File: config.mk
export PLATFORM = sky130hd
export DESIGN_NAME = tlb_maint_ctrl
export DESIGN_NICKNAME = d
export VERILOG_FILES = /design/src/rtl/tlb_maint_ctrl.sv
export SDC_FILE = /design/constraint.sdc
export NUM_CORES = 1
export LEC_CHECK = 0
export BUFFER_PORTS_ARGS = -buffer_cell sky130_fd_sc_hd__buf_2
export CAP_MARGIN = 40
export CORE_UTILIZATION = 35
export DETAILED_ROUTE_END_ITERATION = 8
export PLACE_DENSITY = 0.76
export SLEW_MARGIN = 20
export SYNTH_ARGS = -nofsm -noshare
export SYNTH_HDL_FRONTEND = slang
export SYNTH_SLANG_ARGS = --single-unit
export TNS_END_PERCENT = 10
File: constraint.sdc
create_clock -name clk -period 1.88 [get_ports clk]
set_clock_uncertainty 0.15 [all_clocks]
set_input_delay 0.188 -clock clk [delete_from_list [all_inputs] [get_ports clk]]
set_output_delay 0.188 -clock clk [all_outputs]
set_load 0.1 [all_outputs]
File: src/rtl/tlb_maint_ctrl.sv
// Maintenance sequencer for the TLB write/probe port: arbitrates two requesters, issues one op
// at a time and returns a response. Define TLB_MAINT_PORT1_EN to enable requester port 1.
module tlb_maint_ctrl (
  input  logic        clk,
  input  logic        rst,
  input  logic        clk_en,
  input  logic        req0_valid,
  input  logic [1:0]  req0_op,
  input  logic [31:0] req0_key,
  input  logic [5:0]  req0_data,
  output logic        req0_ready,
  input  logic        req1_valid,
  input  logic [1:0]  req1_op,
  input  logic [31:0] req1_key,
  input  logic [5:0]  req1_data,
  output logic        req1_ready,
  output logic        resp_valid,
  output logic        resp_id,
  output logic [1:0]  resp_op,
  output logic [5:0]  resp_data,
  input  logic        resp_ready,
  output logic [31:0] tlb_read_addr,
  output logic [31:0] tlb_write_data,
  output logic        tlb_we,
  output logic        tlb_clear,
  input  logic [5:0]  tlb_read_addr_out,
  output logic        busy
);

  localparam logic [1:0] OpWrite = 2'b01;
  localparam logic [1:0] OpProbe = 2'b10;
  localparam logic [1:0] OpClear = 2'b11;

  typedef enum logic [1:0] {StIdle, StExec, StResp} state_e;

  state_e      state_q, state_d;
  logic [1:0]  op_q;
  logic [31:0] key_q;
  logic [5:0]  data_q;
  logic        id_q;
  logic [5:0]  resp_data_q;

  logic elig0, grant0, grant1, can_accept, accept;

  assign elig0      = req0_valid && (req0_op != 2'b00);
  assign can_accept = (state_q == StIdle) && clk_en && !rst;

`ifdef TLB_MAINT_PORT1_EN
  logic elig1;
  logic last_q, last_d;

  assign elig1  = req1_valid && (req1_op != 2'b00);
  // Round robin: on contention the port that did not win last time is granted.
  assign grant0 = elig0 && (!elig1 || last_q);
  assign grant1 = elig1 && (!elig0 || !last_q);

  always_comb begin
    last_d = last_q;
    if (accept) last_d = req1_ready;
  end

  always_ff @(posedge clk or posedge rst) begin
    if (rst) begin
      last_q <= 1'b1;
    end else if (clk_en) begin
      last_q <= last_d;
    end
  end
`else
  logic unused_port1;

  assign unused_port1 = ^{req1_valid, req1_op, req1_key, req1_data};
  assign grant0       = elig0;
  assign grant1       = 1'b0;
`endif

  assign req0_ready = can_accept && grant0;
  assign req1_ready = can_accept && grant1;
  assign accept     = req0_ready || req1_ready;

  always_comb begin
    state_d = state_q;
    unique case (state_q)
      StIdle:  if (accept) state_d = StExec;
      StExec:  state_d = StResp;
      StResp:  if (resp_ready) state_d = StIdle;
      default: state_d = StIdle;
    endcase
  end

  always_ff @(posedge clk or posedge rst) begin
    if (rst) begin
      state_q     <= StIdle;
      op_q        <= 2'b00;
      key_q       <= '0;
      data_q      <= '0;
      id_q        <= 1'b0;
      resp_data_q <= '0;
    end else if (clk_en) begin
      state_q <= state_d;
      if (accept) begin
        op_q   <= req1_ready ? req1_op   : req0_op;
        key_q  <= req1_ready ? req1_key  : req0_key;
        data_q <= req1_ready ? req1_data : req0_data;
        id_q   <= req1_ready;
      end
      // The probe result is captured on the same edge that completes a write or clear.
      if (state_q == StExec) begin
        resp_data_q <= (op_q == OpProbe) ? tlb_read_addr_out : 6'd0;
      end
    end
  end

  assign tlb_read_addr  = key_q;
  assign tlb_write_data = {26'b0, data_q};
  assign tlb_we         = (state_q == StExec) && (op_q == OpWrite);
  assign tlb_clear      = (state_q == StExec) && (op_q == OpClear);
  assign resp_valid     = (state_q == StResp);
  assign resp_id        = id_q;
  assign resp_op        = op_q;
  assign resp_data      = resp_data_q;
  assign busy           = (state_q != StIdle);

endmodule
==> results of run 1 <==
==> state kept, by name, indices dropped and copies added (netlist names) <==
| name | count |
|---|---|
| tlb_read_addr | 32 |
| data_q | 6 |
| resp_data | 6 |
| resp_op | 2 |
| state_q | 2 |
==> path summary, 6_finish.rpt <==
| check | start | endpoint | slack (ns) | cells after the start |
|---|---|---|---|---|
| setup / recovery | state_q[1]$_DFFE_PP0P_ | tlb_read_addr[24]$_DFFE_PP0P_ | -0.09 | 5 |
| min in group asynchronous | rst | resp_data[5]$_DFFE_PP0P_ | 0.30 | 3 |
| hold reg to reg | resp_data[0]$_DFFE_PP0P_ | resp_data[0]$_DFFE_PP0P_ | 0.34 | 2 |
| max in group asynchronous | rst | resp_op[1]$_DFFE_PP0P_ | 0.70 | 4 |
| hold / removal | resp_ready | state_q[1]$_DFFE_PP0P_ | 0.04 | 4 |
| setup reg to reg | state_q[1]$_DFFE_PP0P_ | tlb_read_addr[24]$_DFFE_PP0P_ | -0.09 | 5 |
==> logic make-up after synthesis <==
logic type / after synthesis / share of synthesized area
AOI/OAI and AO/OA: 9 / 0.0227
buffers and inverters: 36 / 0.129
DFF: 48 / 0.573
muxes: 40 / 0.215
other: 1 / 0.00179
and+or+nand+nor: 21 / 0.0585
==> Yosys cell counts <==
| cell | number | area share |
|---|---|---|
| nor2b_1 | 2 | 0.0060 |
| and4b_1 | 1 | 0.0048 |
| mux2_2 | 37 | 0.20 |
| o21ai_0 | 8 | 0.019 |
| clkbuf_1 | 1 | 0.0018 |
| conb_1 | 1 | 0.0018 |
| a21o_1 | 1 | 0.0036 |
| buf_6 | 4 | 0.021 |
| buf_4 | 28 | 0.10 |
| inv_1 | 3 | 0.0054 |
| mux2_1 | 3 | 0.016 |
| nor4bb_1 | 1 | 0.0048 |
| or2_4 | 1 | 0.0042 |
| nand3b_1 | 1 | 0.0036 |
| dfrtp_1 | 48 | 0.57 |
| nor4_4 | 1 | 0.010 |
| nand2_1 | 14 | 0.025 |
==> power breakdown <==
part / internal (uW) / total (uW) / switching (uW)
Sequential: 1370 / 1570 / 192
Clock: 261 / 576 / 315
Combinational: 756 / 3970 / 3210
==> worst register-to-register path: cells and delay by family, from the launching register on <==
family	cells	cell delay [ns]
buffers and inverters	2	0.37
muxes	1	0.34
and+or+nand+nor	2	0.61
DFF	1	0.40
==> routing by layer <==
metal | global-route usage | vias to the layer above
met5 | 0 | -
met4 | 0.0382 | 0
met3 | 0.0400 | 2
met2 | 0.287 | 83
met1 | 0.182 | 812
li1 | - | 784
==> area by class of cell <==
type / instances / share of cell area
inverter: 3 / 0.00329
clock buffer: 7 / 0.0223
multi-input combinational: 98 / 0.247
sequential: 48 / 0.352
timing repair buffer: 161 / 0.348
clock inverter: 1 / 0.00146
tap: 72 / 0.0263
==> stage by stage <==
step | area (um^2) | hold slack, ns | worst slack, ns
6_report | 3420 | 0.0357 | -0.0934
5_1_grt | 3420 | 0.0240 | -0.154
3_5_place_dp | 2650 | 0.0811 | -0.0111
3_3_place_gp | 2650 | 0.0740 | 0.0115
2_1_floorplan | 2220 | 0.173 | -0.280
4_1_cts | 3290 | 0.0184 | -0.151
==> what timing repair did <==
item	4_1_cts	5_1_grt
hold buffers	47	0
gates cloned	0	2
hold endpoints to repair	63	0
gates resized for setup	14	21
setup endpoints to repair	27	42
setup buffers	4	1
pin swaps	1	2
==> results.ini, run 1 <==
[global_routing]
first_global_vias = 1683
grt_util_all_layers = 0.157
grt_max_degree = 27
antenna_found_initial = 0
grt_pass1_wl_um = 7560
grt_overflow = 0

[detailed_routing]
detail_route.first_pass.iterations = 4
wl_met3_um = 305
viasPerCell = 4.31
highest-signal-layer = met4
wirelength_um = 5170
vias = 1681
wl_per_cell_um = 13.3
wirelength_met1_um = 2280
met2RoutedLength_um = 2560
ant_nets = 0
route.detailed.drc = 0
drtIter0Drc = 40

[timing]
slew_violations = 0
rsz0062_at_grt = true
layout_setup_ws_ns = -0.0934
finalHoldViolCount = 0
min_period_ns = 1.97
finalCritPeriodShare = 1.05
max_freq_mhz = 507
finalSetupTns_ns = -1.45
setup_viol = 30

[placed_design]
gp_congestion = 0.716
post-dp-hpwl_um = 2870
numPlacedInstances = 328
io_buffers = 101

[final_layout]
fin_cells = 390
nets = 409
regArea_um2 = 1200
layout_commonest_cell = buf_2
n_antenna_cell = 0
drive_above_1_share = 0.525
synthToLayoutAreaGrowth_pct = 63.3
fill_cells = 427
utilization = 0.607
multi_input_area_um2 = 847
final_cell_mix = buf_2 (98), dlygate4sd3_1 (47), dfrtp_1 (46), mux2_4 (28), conb_1 (28)

[worst_setup_path]
max_stage_delay_ns = 0.40
crit_required_ns = 1.90
setup.worst_path.end_class = flip-flop
path_buf_inv = 2
cp_slowest_cell = dfrtp_1
arrival_ns = 2.00
cp_max_fo = 13
crit_family = simple AND/OR/NAND/NOR gates
path_cells = or2_4, nor4_4, buf_6, clkbuf_16, mux2_2
crit_path_start_kind = flip-flop
critPathKind = flip-flop to flip-flop

[synth]
synth_seq_area_share = 0.573
avgSynthCellArea_um2 = 13.5
synth_seq_cells = 48
yosysWarnings = 0
netlist_area_um2 = 2100
yosys.cell_types.count = 17
synth_cells = 155

[clock_network]
htreeDepth = 2
clk_pin_slew_worst_paths_ns = 0.08
cts_buffer_depth = 2
cts_tree = yes
clk_root_buffer_cell = clkbuf_8
worstSkewPairLatency_ns = 0.29
cts_buffers = 5
clock-sinks = 48

[job]
cap_viol_max_count = 0

[power]
power.density_nw_per_um2 = 1790
power.leakage_uw = 0.00175
ir_drop_v = 0.00112
p_total_uw = 6110

[floorplanning]
rows = 27
die_area_um2 = 6300
core_area_um2 = 5640
die_h_um = 79.4
start_util = 0.371
die_x_um = 79.4
pin_count = 171

[outcome]
failed_checks = negative setup slack
status = finished, violations left

[worst_hold_path]
hp-class = input pin to flip-flop

(Power assumes the default switching activity.)
==> run 2: changes to the inputs <==
--- a/config.mk
+++ b/config.mk
@@ -10,6 +10,8 @@
 export CORE_UTILIZATION = 35
 export DETAILED_ROUTE_END_ITERATION = 8
 export PLACE_DENSITY = 0.76
+export RECOVER_POWER = 25
+export SETUP_SLACK_MARGIN = 0.02
 export SLEW_MARGIN = 20
 export SYNTH_ARGS = -nofsm -noshare
 export SYNTH_HDL_FRONTEND = slang
==> constraint.sdc (replaced) <==
create_clock -name clk -period 1.88 [get_ports clk]
set_clock_uncertainty 0.15 [all_clocks]
set_input_delay 0.188 -clock clk [delete_from_list [all_inputs] [get_ports clk]]
set_output_delay 0.188 -clock clk [all_outputs]
set_load 0.005 [all_outputs]
==> run 2 against run 1 <==
Effect of this change:
- the run still ends with negative setup slack left
- power fell by 46%
- critical path type unchanged
- die area did not move
- routed wire length rose by 3.8%
- worst hold slack got worse by 0.023 ns
- global-route usage rose by 1.9 points
- count of clock-buffer cells in the layout rose by 1
- sequential power barely moved
- core utilization fell by 1.4 points
- combinational power fell by 72%
==> results.ini, run 2 (synthesized netlist as in run 1, its figures left out) <==
[outcome]
status = finished, violations left
failed_checks = negative setup slack

[detailed_routing]
ant_nets = 0
vias = 1664
detail_route.first_pass.iterations = 4
viasPerCell = 4.30
wirelength_um = 5370
drtIter0Drc = 38
wl_per_cell_um = 13.9
route.detailed.drc = 0

[global_routing]
grt_pass1_wl_um = 8200
grt_util_all_layers = 0.176
grt_overflow = 0
antenna_found_initial = 0
first_global_vias = 1683
grt_max_degree = 27

[placed_design]
post-dp-hpwl_um = 2960
gp_congestion = 0.791
numPlacedInstances = 327
io_buffers = 101

[power]
swShare = 0.278
power.internal_uw = 2380
power.density_nw_per_um2 = 986
switchingPower_uw = 918
p_seq_frac = 0.474
ir_drop_v = 0.000495
pwr-share-comb = 0.338
pwr-share-clk = 0.187
power.leakage_uw = 0.00172

[worst_setup_path]
max_stage_delay_ns = 0.39
setup.worst_path.end_class = flip-flop
cp_max_fo = 13
cp_slowest_cell = dfrtp_1
crit_top_cell = buf_12
arrival_ns = 1.92
path_cells = or2_4, nor4_4, buf_6, buf_12, buf_12, mux2_4
crit_required_ns = 1.91
critPathKind = flip-flop to flip-flop
reg2reg_slack_ns = -0.01
crit_path_start_kind = flip-flop

[final_layout]
multi_input_area_um2 = 816
largest_register_ffs = 32
synthToLayoutAreaGrowth_pct = 59.7
fill_cells = 458
final_cell_mix = buf_2 (99), dfrtp_1 (48), dlygate4sd3_1 (46), conb_1 (28), mux2_4 (24)
drive_above_1_share = 0.498
nets = 406
layout_commonest_cell = buf_2
fin_cells = 387
n_antenna_cell = 0
regArea_um2 = 1200

[floorplanning]
die_h_um = 79.4
die_x_um = 79.4
rows = 27
core_area_um2 = 5640
start_util = 0.371
pin_count = 171
die_area_um2 = 6300

[clock_network]
worstSkewPairLatency_ns = 0.29
clock-sinks = 48
clk_pin_slew_worst_paths_ns = 0.08
cts_tree = yes
clk_root_buffer_cell = clkbuf_8
htreeDepth = 2
cts_buffer_depth = 2
cts_buffers = 5

[timing]
rsz0062_at_grt = true
min_period_ns = 1.89
layout_setup_ws_ns = -0.0119
setup_viol = 12
finalCritPeriodShare = 1.01
slew_violations = 0
finalSetupTns_ns = -0.0619
finalHoldViolCount = 0
hold_ws_ns = 0.0124
max_freq_mhz = 529

[job]
cap_viol_max_count = 0

[worst_hold_path]
hp-class = input pin to flip-flop

==> run 2: cell types whose count changed in the layout (fill, tap and decap cells not counted), sizes merged <==
| cell | previous run | this run |
|---|---|---|
| clkbuf | 10 | 9 |
| clkinv | 1 | 0 |
| dlygate4sd3 | 47 | 46 |
==> run 2: repair_timing <==
action,CTS,global route
endpoints found under the hold margin,67,0
gates resized for setup,13,16
pin swaps,1,2
buffers inserted,3,1
hold buffers,46,0
endpoints found under the setup margin,9,41
gates cloned,2,0
==> run 2: worst paths after layout <==
kind / from / end / depth (start not counted)
worst max-delay path: state_q[1]$_DFFE_PP0P_ / tlb_read_addr[1]$_DFFE_PP0P_ / 6
worst min-delay path: tlb_read_addr_out[3] / resp_data[3]$_DFFE_PP0P_ / 3
worst max register to register: state_q[1]$_DFFE_PP0P_ / tlb_read_addr[1]$_DFFE_PP0P_ / 6
worst min register to register: resp_data[4]$_DFFE_PP0P_ / resp_data[4]$_DFFE_PP0P_ / 2
max in group asynchronous: rst / tlb_read_addr[8]$_DFFE_PP0P_ / 4
min in group asynchronous: rst / resp_op[0]$_DFFE_PP0P_ / 3
==> run 2: power by group through the flow <==
stage	Combinational (uW)	Clock (uW)	Sequential, uW
global placement	879	0	1540
global route	1220	696	1610
detailed placement	904	0	1560
finish	1120	618	1570
floorplan	429	0	1590
CTS	1050	646	1550
==> run 2: critical path: cells and delay by family (launching register included) <==
family	cells	cell delay (ns)
muxes	1	0.31
and+or+nand+nor	2	0.49
buffers and inverters	3	0.43
DFF	1	0.39
==> run 2: cell type report <==
| class | instances | share of cell area |
|---|---|---|
| repair buffers | 158 | 0.340 |
| clock buffers | 8 | 0.0269 |
| multi-input cells | 98 | 0.244 |
| flip-flops and latches | 48 | 0.359 |
| well taps | 72 | 0.0269 |
| inverters | 3 | 0.00336 |
==> run 2: metal layers <==
layer  part of all wire  track usage
met1               0.39        0.188
met3              0.063       0.0549
met2               0.55        0.327
met4             0.0048       0.0527
met5                  0            0
==> run 2: metrics by stage <==
step	setup slack (ns)	utilization	instance area, um^2	power (uW)
2_1_floorplan	0.00334	-	2200	2020
5_1_grt	-0.0542	0.593	3350	3520
4_1_cts	-0.0707	0.580	3270	3250
3_5_place_dp	0.0262	0.460	2600	2460
3_3_place_gp	0.0397	0.460	2600	2420
6_report	-0.0119	0.593	3350	3300
==> run 3: changes to the inputs <==
--- a/config.mk
+++ b/config.mk
@@ -11,6 +11,7 @@
 export DETAILED_ROUTE_END_ITERATION = 8
 export PLACE_DENSITY = 0.76
 export RECOVER_POWER = 25
+export REMOVE_ABC_BUFFERS = 1
 export SETUP_SLACK_MARGIN = 0.02
 export SLEW_MARGIN = 20
 export SYNTH_ARGS = -nofsm -noshare
==> run 3 against run 2 <==
Effect of this change:
- the flow still finishes with violations (negative setup slack)
- maximum frequency increased by 0.13%
- worst hold slack better by 0.0015 ns
- setup slack better by 0.0024 ns
- critical path depth fell by 1
- largest cell class unchanged
- routed wire length is 9.9% lower
==> results.ini, run 3 (synthesized netlist as in run 1, its figures left out) <==
[floorplanning]
die_x_um = 79.4
rows = 27
pin_count = 171
die_h_um = 79.4
start_util = 0.371
core_area_um2 = 5640
die_area_um2 = 6300

[timing]
min_period_ns = 1.89
layout_setup_ws_ns = -0.00943
finalHoldViolCount = 0
slew_headroom = 0.465
setup_viol = 5
slew_violations = 0
finalSetupTns_ns = -0.0187
finalCritPeriodShare = 1.01
max_freq_mhz = 529
rsz0062_at_grt = true
worstMarginPinSlew_ns = 0.802

[power]
pwr-share-comb = 0.299
power.internal_uw = 2450
swShare = 0.266
power.density_nw_per_um2 = 1030
switchingPower_uw = 888
power.leakage_uw = 0.00165
ir_drop_v = 0.000428
pwr-share-clk = 0.238
p_seq_frac = 0.463

[clock_network]
worstSkewPairLatency_ns = 0.29
cts_tree = yes
clk_pin_slew_worst_paths_ns = 0.08
cts_buffers = 5
clk_root_buffer_cell = clkbuf_8
clock-sinks = 48
htreeDepth = 2
cts_buffer_depth = 2

[detailed_routing]
vias = 1655
viasPerCell = 4.27
route.detailed.drc = 0
detail_route.first_pass.iterations = 2
ant_nets = 0
wirelength_um = 4840
wl_per_cell_um = 12.5
drtIter0Drc = 26

[worst_setup_path]
path_cells = or2_4, nor4_4, buf_6, buf_4, mux2_2
arrival_ns = 1.92
cp_slowest_cell = dfrtp_1
max_stage_delay_ns = 0.39
reg2reg_slack_ns = -0.009
setup.worst_path.end_class = flip-flop
crit_family = simple AND/OR/NAND/NOR gates
r2r_start = state_q[0]$_DFFE_PP0P_
cp_max_fo = 7
path_buf_inv = 2
crit_required_ns = 1.91
crit_path_start_kind = flip-flop
critPathLaunch = state_q[0]$_DFFE_PP0P_
critPathKind = flip-flop to flip-flop

[outcome]
status = finished, violations left
failed_checks = negative setup slack

[worst_hold_path]
min_from = resp_ready
hp-class = input pin to flip-flop

[job]
cap_viol_max_count = 0

[placed_design]
numPlacedInstances = 326
post-dp-hpwl_um = 2790
io_buffers = 101
dpl_cell_area_um2 = 2590
gp_congestion = 0.672

[final_layout]
final_area_um2 = 3250
layout_commonest_cell = buf_2
nets = 407
largest_register_ffs = 32
final_cell_mix = buf_2 (98), dfrtp_1 (48), dlygate4sd3_1 (47), mux2_2 (36), conb_1 (28)
n_antenna_cell = 0
fin_cells = 388
drive_above_1_share = 0.500
utilization = 0.577
synthToLayoutAreaGrowth_pct = 55.2

[global_routing]
grt_overflow = 0
first_global_vias = 1716
antenna_found_initial = 0
grt_pass1_wl_um = 7550
grt_max_degree = 29
grt_util_all_layers = 0.157

==> run 3: layer usage <==
metal  wire length (um)  up-vias  global-route usage  part of all wire
li1                   -      778                   -                 -
met1               1820      786               0.155              0.38
met2               2700       84               0.319              0.56
met3                259        7              0.0297             0.054
met4                 55        0              0.0545             0.011
met5                  0        -                   0                 0
==> run 3: final timing paths <==
| kind | end | cells past startpoint |
|---|---|---|
| max | tlb_read_addr[30]$_DFFE_PP0P_ | 5 |
| min | state_q[1]$_DFFE_PP0P_ | 4 |
| max reg2reg | tlb_read_addr[30]$_DFFE_PP0P_ | 5 |
| min reg2reg | resp_data[2]$_DFFE_PP0P_ | 2 |
| max in group asynchronous | tlb_read_addr[10]$_DFFE_PP0P_ | 4 |
| min in group asynchronous | resp_op[1]$_DFFE_PP0P_ | 3 |
==> run 3: final cells by class <==
type | instances | area, um^2
Multi-Input combinational cell | 98 | 733
Tap cell | 72 | 90.1
Sequential cell | 48 | 1200
Inverter | 3 | 11.3
Clock buffer | 7 | 96.3
Timing Repair Buffer | 159 | 1090
Clock inverter | 1 | 30.0
Fill cell | 442 | 2390
==> run 3: repair_timing <==
action | CTS | global route
hold buffers | 47 | 0
setup buffers | 7 | 0
endpoints found under the setup margin | 26 | 40
endpoints found under the hold margin | 66 | 0
resized for setup | 3 | 1
==> run 3: stage by stage <==
| step | setup slack [ns] | hold slack [ns] | total power [uW] |
|---|---|---|---|
| finish | -0.00943 | 0.0139 | 3340 |
| global route | -0.0820 | 0.0217 | 3550 |
| CTS | -0.0175 | 0.00206 | 3360 |
| detailed placement | -0.00888 | 0.106 | 2450 |
| global placement | 0.00321 | 0.103 | 2410 |
| floorplan | -0.925 | 0.173 | 1970 |
==> run 3: tightest hold or removal path, delay by kind of cell <==
family | cells | cell delay (ns)
buffers and inverters | 1 | 0.07
AO/OA/AOI/OAI | 1 | 0.06
AND/OR/NAND/NOR | 2 | 0.10
==> run 3: power groups by stage <==
stage          sequential, uW  clock [uW]  combinational [uW]
3_3_place_gp             1540           0                 869
3_5_place_dp             1560           0                 888
2_1_floorplan            1590           0                 378
6_report                 1550         794                 999
5_1_grt                  1590         853                1110
4_1_cts                  1540         829                 993
